File: src/rtl/cpu_pkg.sv
// Shared definitions for the CPU control sequencer.
//   - opcode constants (IR high nibble)
//   - T-state indices
//   - control-word bit positions, so the strobes can be built as one vector
//   - sequencer state type and the per-opcode final micro-step
package cpu_pkg;

   localparam logic [3:0] OP_NOP = 4'h0;
   localparam logic [3:0] OP_LDA = 4'h1;
   localparam logic [3:0] OP_ADD = 4'h2;
   localparam logic [3:0] OP_SUB = 4'h3;
   localparam logic [3:0] OP_STA = 4'h4;
   localparam logic [3:0] OP_LDI = 4'h5;
   localparam logic [3:0] OP_JMP = 4'h6;
   localparam logic [3:0] OP_JC  = 4'h7;
   localparam logic [3:0] OP_JZ  = 4'h8;
   localparam logic [3:0] OP_OUT = 4'hE;
   localparam logic [3:0] OP_HLT = 4'hF;

   localparam int T0 = 0;
   localparam int T1 = 1;
   localparam int T2 = 2;
   localparam int T3 = 3;
   localparam int T4 = 4;

   localparam int CW_PC_OUT   = 0;
   localparam int CW_PC_INC   = 1;
   localparam int CW_PC_LOAD  = 2;
   localparam int CW_MAR_IN   = 3;
   localparam int CW_RAM_IN   = 4;
   localparam int CW_RAM_OUT  = 5;
   localparam int CW_IR_IN    = 6;
   localparam int CW_IR_OUT   = 7;
   localparam int CW_A_IN     = 8;
   localparam int CW_A_OUT    = 9;
   localparam int CW_B_IN     = 10;
   localparam int CW_ALU_OUT  = 11;
   localparam int CW_ALU_SUB  = 12;
   localparam int CW_OUT_IN   = 13;
   localparam int CW_FLAGS_IN = 14;
   localparam int CW_HALT     = 15;
   localparam int CW_WIDTH    = 16;

   typedef enum logic {
      ST_RUN    = 1'b0,
      ST_HALTED = 1'b1
   } seq_state_e;

   // Micro-step that closes the instruction; undefined opcodes end like NOP.
   function automatic int last_step(input logic [3:0] op);
      case (op)
         OP_LDA, OP_STA: return T3;
         OP_ADD, OP_SUB: return T4;
         default:        return T2;
      endcase
   endfunction

endpackage

File: src/rtl/control_sequencer_step_counter.sv
// T-state counter for the control sequencer.
//   clk_sys  : clock
//   rst_n    : asynchronous active-low clear (count -> 0)
//   restart  : synchronous return to 0 (end of instruction)
//   hold     : freeze the count (halted)
//   step     : current T-state
// The count wraps to 0 after STEP_COUNT-1 even without restart.
module step_counter #(
   parameter int STEP_COUNT = 5,
   parameter int W          = $clog2(STEP_COUNT)
) (
   input  logic         clk_sys,
   input  logic         rst_n,
   input  logic         restart,
   input  logic         hold,
   output logic [W-1:0] step
);

   localparam logic [W-1:0] LAST = W'(STEP_COUNT - 1);

   logic [W-1:0] step_q;
   logic [W-1:0] step_d;

   always_comb begin
      step_d = step_q;
      if (!hold) begin
         if (restart || (step_q >= LAST)) begin
            step_d = '0;
         end else begin
            step_d = step_q + W'(1);
         end
      end
   end

   always_ff @(posedge clk_sys or negedge rst_n) begin
      if (!rst_n) begin
         step_q <= '0;
      end else begin
         step_q <= step_d;
      end
   end

   assign step = step_q;

endmodule

File: src/rtl/control_sequencer.sv
// Micro-coded control unit: steps T-states through fetch and execute and
// decodes (step, opcode, flags) into one-hot bus strobes.
//   i_CLOCK / i_CLEAR     : clock, async active-low reset
//   i_OPCODE              : IR high nibble, valid from T2
//   i_CARRY / i_ZERO      : latched flags, consulted in T2 only
//   o_* strobes           : PC, MAR, RAM, IR, A, B, ALU, OUT, FLAGS controls
//   o_HALT                : clock-stop request
//   o_STEP                : current T-state
//
// state     | meaning
// ----------+-----------------------------------------------------------
// ST_RUN    | fetch/execute; step advances every edge
// ST_HALTED | HLT executed; step frozen, only o_HALT asserted until reset
module control_sequencer
   import cpu_pkg::*;
#(
   parameter int ADDRESS_WIDTH = 4,
   parameter int STEP_COUNT    = 5
) (
   input  logic                          i_CLOCK,
   input  logic                          i_CLEAR,
   input  logic [ADDRESS_WIDTH-1:0]      i_OPCODE,
   input  logic                          i_CARRY,
   input  logic                          i_ZERO,
   output logic                          o_PC_OUT,
   output logic                          o_PC_INC,
   output logic                          o_PC_LOAD,
   output logic                          o_MAR_IN,
   output logic                          o_RAM_IN,
   output logic                          o_RAM_OUT,
   output logic                          o_IR_IN,
   output logic                          o_IR_OUT,
   output logic                          o_A_IN,
   output logic                          o_A_OUT,
   output logic                          o_B_IN,
   output logic                          o_ALU_OUT,
   output logic                          o_ALU_SUB,
   output logic                          o_OUT_IN,
   output logic                          o_FLAGS_IN,
   output logic                          o_HALT,
   output logic [$clog2(STEP_COUNT)-1:0] o_STEP
);

   localparam int SW = $clog2(STEP_COUNT);

   seq_state_e            state_q;
   seq_state_e            state_d;
   logic [SW-1:0]         step_q;
   logic [3:0]            opcode;
   logic [SW-1:0]         last_s;
   logic [CW_WIDTH-1:0]   cw;
   logic [CW_WIDTH-1:0]   cw_g;
   logic                  halt_req;
   logic                  restart;

   assign opcode   = i_OPCODE[3:0];
   assign last_s   = SW'(last_step(opcode));
   assign halt_req = cw[CW_HALT];
   // last_s is never below T2, so garbage on the opcode during fetch cannot end early
   assign restart  = (state_q == ST_RUN) && (step_q >= last_s);

   step_counter #(
      .STEP_COUNT (STEP_COUNT),
      .W          (SW)
   ) u_step (
      .clk_sys (i_CLOCK),
      .rst_n   (i_CLEAR),
      .restart (restart),
      .hold    (halt_req),
      .step    (step_q)
   );

   always_ff @(posedge i_CLOCK or negedge i_CLEAR) begin
      if (!i_CLEAR) begin
         state_q <= ST_RUN;
      end else begin
         state_q <= state_d;
      end
   end

   always_comb begin
      state_d = state_q;
      if ((state_q == ST_RUN) && halt_req) begin
         state_d = ST_HALTED;
      end
   end

   always_comb begin
      cw = '0;
      if (state_q == ST_HALTED) begin
         cw[CW_HALT] = 1'b1;
      end else begin
         case (step_q)
            SW'(T0): begin
               cw[CW_PC_OUT] = 1'b1;
               cw[CW_MAR_IN] = 1'b1;
            end
            SW'(T1): begin
               cw[CW_RAM_OUT] = 1'b1;
               cw[CW_IR_IN]   = 1'b1;
               cw[CW_PC_INC]  = 1'b1;
            end
            SW'(T2): begin
               case (opcode)
                  OP_LDA, OP_ADD, OP_SUB, OP_STA: begin
                     cw[CW_IR_OUT] = 1'b1;
                     cw[CW_MAR_IN] = 1'b1;
                  end
                  OP_LDI: begin
                     cw[CW_IR_OUT] = 1'b1;
                     cw[CW_A_IN]   = 1'b1;
                  end
                  OP_JMP: begin
                     cw[CW_IR_OUT]  = 1'b1;
                     cw[CW_PC_LOAD] = 1'b1;
                  end
                  OP_JC: begin
                     cw[CW_IR_OUT]  = i_CARRY;
                     cw[CW_PC_LOAD] = i_CARRY;
                  end
                  OP_JZ: begin
                     cw[CW_IR_OUT]  = i_ZERO;
                     cw[CW_PC_LOAD] = i_ZERO;
                  end
                  OP_OUT: begin
                     cw[CW_A_OUT]  = 1'b1;
                     cw[CW_OUT_IN] = 1'b1;
                  end
                  OP_HLT: begin
                     cw[CW_HALT] = 1'b1;
                  end
                  default: begin
                  end
               endcase
            end
            SW'(T3): begin
               case (opcode)
                  OP_LDA: begin
                     cw[CW_RAM_OUT] = 1'b1;
                     cw[CW_A_IN]    = 1'b1;
                  end
                  OP_ADD, OP_SUB: begin
                     cw[CW_RAM_OUT] = 1'b1;
                     cw[CW_B_IN]    = 1'b1;
                  end
                  OP_STA: begin
                     cw[CW_A_OUT]  = 1'b1;
                     cw[CW_RAM_IN] = 1'b1;
                  end
                  default: begin
                  end
               endcase
            end
            SW'(T4): begin
               if ((opcode == OP_ADD) || (opcode == OP_SUB)) begin
                  cw[CW_ALU_OUT]  = 1'b1;
                  cw[CW_A_IN]     = 1'b1;
                  cw[CW_FLAGS_IN] = 1'b1;
                  cw[CW_ALU_SUB]  = (opcode == OP_SUB);
               end
            end
            default: begin
            end
         endcase
      end
   end

   // Strobes drop the instant reset asserts, without waiting for an edge.
   assign cw_g = cw & {CW_WIDTH{i_CLEAR}};

   assign o_PC_OUT   = cw_g[CW_PC_OUT];
   assign o_PC_INC   = cw_g[CW_PC_INC];
   assign o_PC_LOAD  = cw_g[CW_PC_LOAD];
   assign o_MAR_IN   = cw_g[CW_MAR_IN];
   assign o_RAM_IN   = cw_g[CW_RAM_IN];
   assign o_RAM_OUT  = cw_g[CW_RAM_OUT];
   assign o_IR_IN    = cw_g[CW_IR_IN];
   assign o_IR_OUT   = cw_g[CW_IR_OUT];
   assign o_A_IN     = cw_g[CW_A_IN];
   assign o_A_OUT    = cw_g[CW_A_OUT];
   assign o_B_IN     = cw_g[CW_B_IN];
   assign o_ALU_OUT  = cw_g[CW_ALU_OUT];
   assign o_ALU_SUB  = cw_g[CW_ALU_SUB];
   assign o_OUT_IN   = cw_g[CW_OUT_IN];
   assign o_FLAGS_IN = cw_g[CW_FLAGS_IN];
   assign o_HALT     = cw_g[CW_HALT];
   assign o_STEP     = step_q;

endmodule

File: config.mk
export PLATFORM = sky130hd
export DESIGN_NAME = control_sequencer
export DESIGN_NICKNAME = d
export VERILOG_FILES = /design/src/rtl/cpu_pkg.sv /design/src/rtl/control_sequencer_step_counter.sv /design/src/rtl/control_sequencer.sv
export SDC_FILE = /design/constraint.sdc
export NUM_CORES = 1
export LEC_CHECK = 0
export BUFFER_PORTS_ARGS = -buffer_cell sky130_fd_sc_hd__buf_2
export CORE_MARGIN = 3
export CORE_UTILIZATION = 23
export CTS_BUF_LIST = sky130_fd_sc_hd__clkbuf_4
export DETAILED_ROUTE_END_ITERATION = 7
export SLEW_MARGIN = 20
export SYNTH_ARGS = -nofsm -noshare
export SYNTH_HDL_FRONTEND = slang
export SYNTH_SLANG_ARGS = --single-unit
File: constraint.sdc
create_clock -name i_CLOCK -period 2.05 [get_ports i_CLOCK]
set_input_delay 0.1025 -clock i_CLOCK [delete_from_list [all_inputs] [get_ports i_CLOCK]]
set_output_delay 0.1025 -clock i_CLOCK [all_outputs]
set_load 0.1 [all_outputs]
==> key figures, run 1 <==
Final layout
  • P&R area growth vs syn: 66.36%
  • Share of post-route cells with drive strength above 1: between 60% and 70%
  • Post-Route Utilization: 42.50%
  • ANT cells: 0
  • Nets@finish: roughly 120

GRT
  • GRT Overall Usage: between 10% and 20%
  • Pin count of the biggest net entering global routing: 12
  • Antenna violations before repair: 0
  • Vias in the first global route: about 730
  • Global-route wire length before repair: around 3.3 mm
  • GRT overflow: 0

Worst hold path
  • Worst hold-check path type: in2async

Floorplan
  • Starting Density: about a quarter
  • DIE WIDTH: around 60 um
  • Core Rows: 18
  • Io pins: 27
  • Core box area: ~0.0026 mm^2
  • Height of the die: roughly 60 um
  • Die ar.: 0.003612 mm^2

Timing
  • Slew HR: between 60% and 70%
  • FMAX: approximately 500 MHz
  • Final setup fails: 0
  • Crit path time final: 1980 ps
  • Final WS setup: 69.75 ps
  • RSZ-0062 raised after global routing: false
  • Final Cycle Share: 96.60%
  • Worst Hold Margin: 208.3 ps
  • Clock Skews: between 1 and 1.5 ps
  • Worst slew pin tran: around 500 ps
  • Hold Vio Cnt, Final: 0
  • Setup TNS: 0 ps
  • Final Slew Violations: 0

Logic synthesis
  • Synth cell types: 38
  • Main flop type after synthesis: dfrtp_1
  • Seq/Total Area, Yosys: about 15%
  • #FFs+latches synth: 4
  • Post-Syn Nets: 95
  • Mapped Cells: slightly below 80
  • EDFF count, synth: 0
  • Ys Warns: 0
  • Syn_area_per_cell: around 8.5 um^2
  • Mapped Area: about 670 um^2
  • Async S/R FF share, synth: 100.0%

CTS
  • Clock-pin transition on the worst setup and hold timing paths: 40 ps
  • Inserted Clock Buffers: 3
  • CTS tree: built
  • Clock sinks: 4
  • Clock root buffer: clkbuf_4
  • Max clock buf depth: 2
  • H-tree levels: 1
  • Clk Latency, worst-skew pair: about 240 ps

Routing
  • Vias per inst: around 5.1
  • Via count: 699
  • Routed wire length: about 2 mm
  • First-pass DRT Iterations: 3
  • DR iter-0 viols: 39
  • # DRC: 0
  • Routed len/inst: about 14 um
  • Antenna-violating nets left: 0

Pwr
  • Lkg Pwr: roughly 0.47 nW
  • Total power: approximately 1.5 mW
  • Pwr Density: 1370 mW/mm^2
  • Peak VDD IR: around 1.2 mV

Place
  • Pre-CTS setup slack: ~220 ps
  • Final HPWL DP: ~1.6 mm
  • Gpl congestion: about 0.82
  • PortBufs: 26

Setup path
  • Worst Reg2Reg Path Length in Cells: 5
  • Crit. End Element: primary output
  • CP startpoint kind: flip-flop
  • FF-to-FF Start: u_step.step[2]$_DFFE_PN0P_
  • Reg2reg end: u_step.step[2]$_DFFE_PN0P_
  • Critical path data arrival time: 1880 ps
  • Worst setup path class: reg2out
  • Reg-to-reg slack, setup: 250 ps
  • Worst-path fanout max: 4
  • Worst Path Required: approximately 2000 ps

Run
  • Number of max-cap violations: 0

Outcome
  • Outcome: complete, no violations
logic make-up (layout without fill, tap and decap cells):
group	Yosys count	in the layout	share of synthesized area (%)
AO/OA/AOI/OAI	17	17	19.33
XOR/XNOR	1	1	1.301
adder cells (fa/ha/maj)	8	8	14.87
buffers and inverters	12	40	13.57
flip-flops	4	4	14.87
multiplexers	2	2	2.974
AND/OR/NAND/NOR	35	35	33.09
worst max-delay path by stage:
| stage | start | to | cells after the start |
|---|---|---|---|
| after floorplan | u_step.step[0]$_DFFE_PN0P_ | o_A_OUT | 4 |
| after global placement | u_step.step[0]$_DFFE_PN0P_ | o_A_IN | 6 |
| after detailed placement | i_OPCODE[1] | u_step.step[2]$_DFFE_PN0P_ | 6 |
| after CTS | u_step.step[0]$_DFFE_PN0P_ | o_A_IN | 6 |
| after global routing | i_CLEAR | o_RAM_IN | 6 |
| final | u_step.step[0]$_DFFE_PN0P_ | o_A_IN | 6 |
worst max-delay path, cell delays in order, from the launching register on:
cell and delay, ps:
dfrtp_4 510, ha_4 190, ha_4 160, and2b_2 200, o211ai_1 270, a211oi_4 120
buf_12 180
routing by layer:
layer,vias up,part of all wire [%],track usage (%)
met1,334,42,14.67
met3,2,5.6,2.376
li1,341,-,-
met5,-,0,0
met2,22,51,21.14
met4,0,0.97,4.747
cells in the final DEF, fill, tap and decap left out, types with 4 or more instances in the layout:
cell type  netlist  layout
buf_2            0      17
buf_12           0       7
clkbuf_4         0       6
nand2_1          6       4
ha_1             8       4
ha_4             0       4
buf_4            2       4
metrics by stage:
step                      instance area, um^2  instances
after floorplan                         810.8         79
after global placement                   1027        130
after detailed placement                 1027        130
after CTS                                1105        137
after global routing                     1120        137
final                                    1120        137
where the power goes:
group	switching [mW]	internal, mW	total [mW]
Sequential	0.0568	0.134	0.191
Combinational	0.861	0.357	1.22
Clock	0.0388	0.0867	0.125
Total	0.956	0.578	1.53
layout make-up:
class                   count  area (um^2)
multi-input cells          63        633.1
repair buffers             31        280.3
flip-flops and latches      4        111.4
fillers                   260         1515
well taps                  30        37.54
clock buffers               4        30.03
inverters                   5        27.53
what timing repair did:
item / 4_1_cts / 5_1_grt
resized for setup: 3 / 3
hold buffers: 1 / 0
endpoints found under the setup margin: 1 / 3
hold endpoints to repair: 4 / 0
pin swaps: 2 / 2
buffers inserted: 2 / 0
synthesized netlist by cell type, drive strengths merged (2+ instances only):
cell	number	area share, %
buf	7	11
and3	2	2.0
o21ai	2	1.5
nor2	4	2.2
dfrtp	4	15
and2b	2	2.6
nand3	3	3.0
nand2b	2	3.0
nand2	6	3.3
inv	4	2.2
mux2i	2	3.0
nor3	6	5.2
and2	2	1.9
nor2b	2	1.9
ha	8	15
o211ai	2	2.2
a21oi	4	3.0
o2111ai	2	2.6
flip-flops by register name (all words and copies together), names as in the netlist:
name,cells
state_q,1
u_step.step,3
(Power assumes the default switching activity.)
==> run 2: changes to the inputs <==
Settings changed: CORE_MARGIN 3 to default.
==> run 2 against run 1 <==
Against the previous run: utilization is 2.0 points lower; highest routed layer is now met3; largest power group unchanged; largest cell class unchanged; critical endpoint unchanged; register-to-register slack better by 40 ps; critical path depth stayed put; maximum frequency hardly changed.
==> key figures, run 2 (synthesis gave the netlist of run 1 again) <==
CTS
  • Clock root buffer: clkbuf_4
  • Max clock buf depth: 2
  • Inserted Clock Buffers: 3
  • H-tree levels: 1
  • CTS tree: built
  • Clock-pin transition on the worst setup and hold timing paths: 40 ps
  • Clk Latency, worst-skew pair: ~240 ps
  • Clock sinks: 4

Worst hold path
  • Worst hold-check path type: in2async

Timing
  • Clock Skews: just under 7 ps
  • Worst slew pin tran: 487.5 ps
  • Crit path time final: ~2000 ps
  • Worst Hold Margin: ~200 ps
  • Final setup fails: 0
  • Final Slew Violations: 0
  • FMAX: just over 500 MHz
  • RSZ-0062 raised after global routing: true
  • Hold Vio Cnt, Final: 0
  • Final Cycle Share: a little over nine tenths
  • Final WS setup: approximately 69 ps
  • Slew HR: 67.72%

Setup path
  • Worst Path Required: 1950 ps
  • Crit. End Element: primary output
  • Worst setup path class: reg2out
  • CP startpoint kind: flip-flop
  • Worst-path fanout max: 4
  • Critical path data arrival time: between 1500 and 2000 ps

Pwr
  • Net load switching power: between 0.9 and 1 mW
  • Switching share of power: roughly 62%
  • Peak VDD IR: ~0.9 mV
  • Sequential power share: roughly 13%
  • Pint: 0.5690 mW
  • Clk pwr share: under 10%
  • Total power: 1.504 mW
  • Comb pwr share: 79.1%
  • Lkg Pwr: about 0.46 nW
  • Pwr Density: between 1000 and 1500 mW/mm^2

Routing
  • First-pass DRT Iterations: 4
  • Via count: roughly 670
  • DR iter-0 viols: 21
  • # DRC: 0
  • Routed len/inst: 12.26 um
  • Antenna-violating nets left: 0
  • Routed wire length: 1.680 mm
  • Vias per inst: approximately 4.9

Place
  • Gpl congestion: just over 0.8
  • PortBufs: 26
  • Placed Cells: 130
  • Pre-CTS setup slack: 236.6 ps
  • Final HPWL DP: 1.352 mm

Final layout
  • ANT cells: 0
  • P&R area growth vs syn: 65.80%
  • Share of post-route cells with drive strength above 1: 61.32%
  • Leading cell type in the layout, fill and taps excluded: buf_2
  • Max reg flops: 3
  • Post-Route Utilization: between 40% and 50%
  • Final cell count without fillers: between 100 and 150
  • Nets@finish: about 120
  • Most frequent cells in the layout: buf_2 (16), clkbuf_4 (7), buf_12 (7)

GRT
  • Pin count of the biggest net entering global routing: 12
  • GRT overflow: 0
  • Vias in the first global route: approximately 630
  • Antenna violations before repair: 0
  • Global-route wire length before repair: a little under 3 mm
  • GRT Overall Usage: a little under an eighth

Floorplan
  • Die ar.: about 0.0031 mm^2
  • Io pins: 27
  • DIE WIDTH: about 56 um
  • Core box area: 0.002758 mm^2
  • Height of the die: 56.10 um
  • Starting Density: between 20% and 30%
  • Core Rows: 19

Run
  • Number of max-cap violations: 0

Outcome
  • Outcome: complete, no violations
[run 2: power groups by stage]
stage	Sequential, mW	Combinational (mW)	Clock [mW]
floorplan	0.363	0.760	0
global route	0.199	1.26	0.135
detailed placement	0.213	1.10	0
CTS	0.191	1.16	0.133
global placement	0.210	1.10	0
finish	0.191	1.19	0.123
[run 2: critical path, stage by stage (launching register included)]
cell and delay, ps:
dfrtp_4 510, ha_4 180, ha_4 160, and2b_2 200, o211ai_1 280, a211oi_4 120, buf_12 180
[run 2: routing by layer]
metal  global-route usage (%)  up-vias  wire [um]
li1                         -      346          -
met4                    4.181        0          0
met3                    2.326        0         59
met1                    14.88      309        768
met5                        0        -          0
met2                    19.56       19        851
[run 2: cell type report]
class	count	area (um^2)
Timing Repair Buffer	30	275.3
Fill cell	288	1642
Sequential cell	4	111.4
Clock buffer	4	30.03
Tap cell	31	38.79
Inverter	5	27.53
Multi-Input combinational cell	63	633.1
[run 2: worst paths after layout]
kind | start | to | slack, ps | depth (start not counted)
worst max-delay path | u_step.step[1]$_DFFE_PN0P_ | o_A_IN | 70 | 6
worst min-delay path | i_CLEAR | u_step.step[1]$_DFFE_PN0P_ | 200 | 2
worst max register to register | u_step.step[2]$_DFFE_PN0P_ | u_step.step[2]$_DFFE_PN0P_ | 290 | 5
worst min register to register | state_q$_DFFE_PN0P_ | u_step.step[2]$_DFFE_PN0P_ | 510 | 2
max in group asynchronous | i_CLEAR | u_step.step[0]$_DFFE_PN0P_ | 1690 | 2
min in group i_CLOCK | i_OPCODE[0] | state_q$_DFFE_PN0P_ | 320 | 3
[run 2: timing repair]
| item | 4_1_cts | 5_1_grt |
|---|---|---|
| hold buffers | 1 | 0 |
| buffers inserted | 2 | 0 |
| pin swaps | 2 | 2 |
| endpoints found under the setup margin | 1 | 5 |
| endpoints found under the hold margin | 4 | 0 |
| gates resized for setup | 2 | 5 |
[run 2: stage by stage]
step | setup TNS [ps] | area (um^2)
finish | 0 | 1116
global route | -19.21 | 1116
CTS | 0 | 1089
detailed placement | 0 | 1021
global placement | 0 | 1021
floorplan | -1378 | 810.8
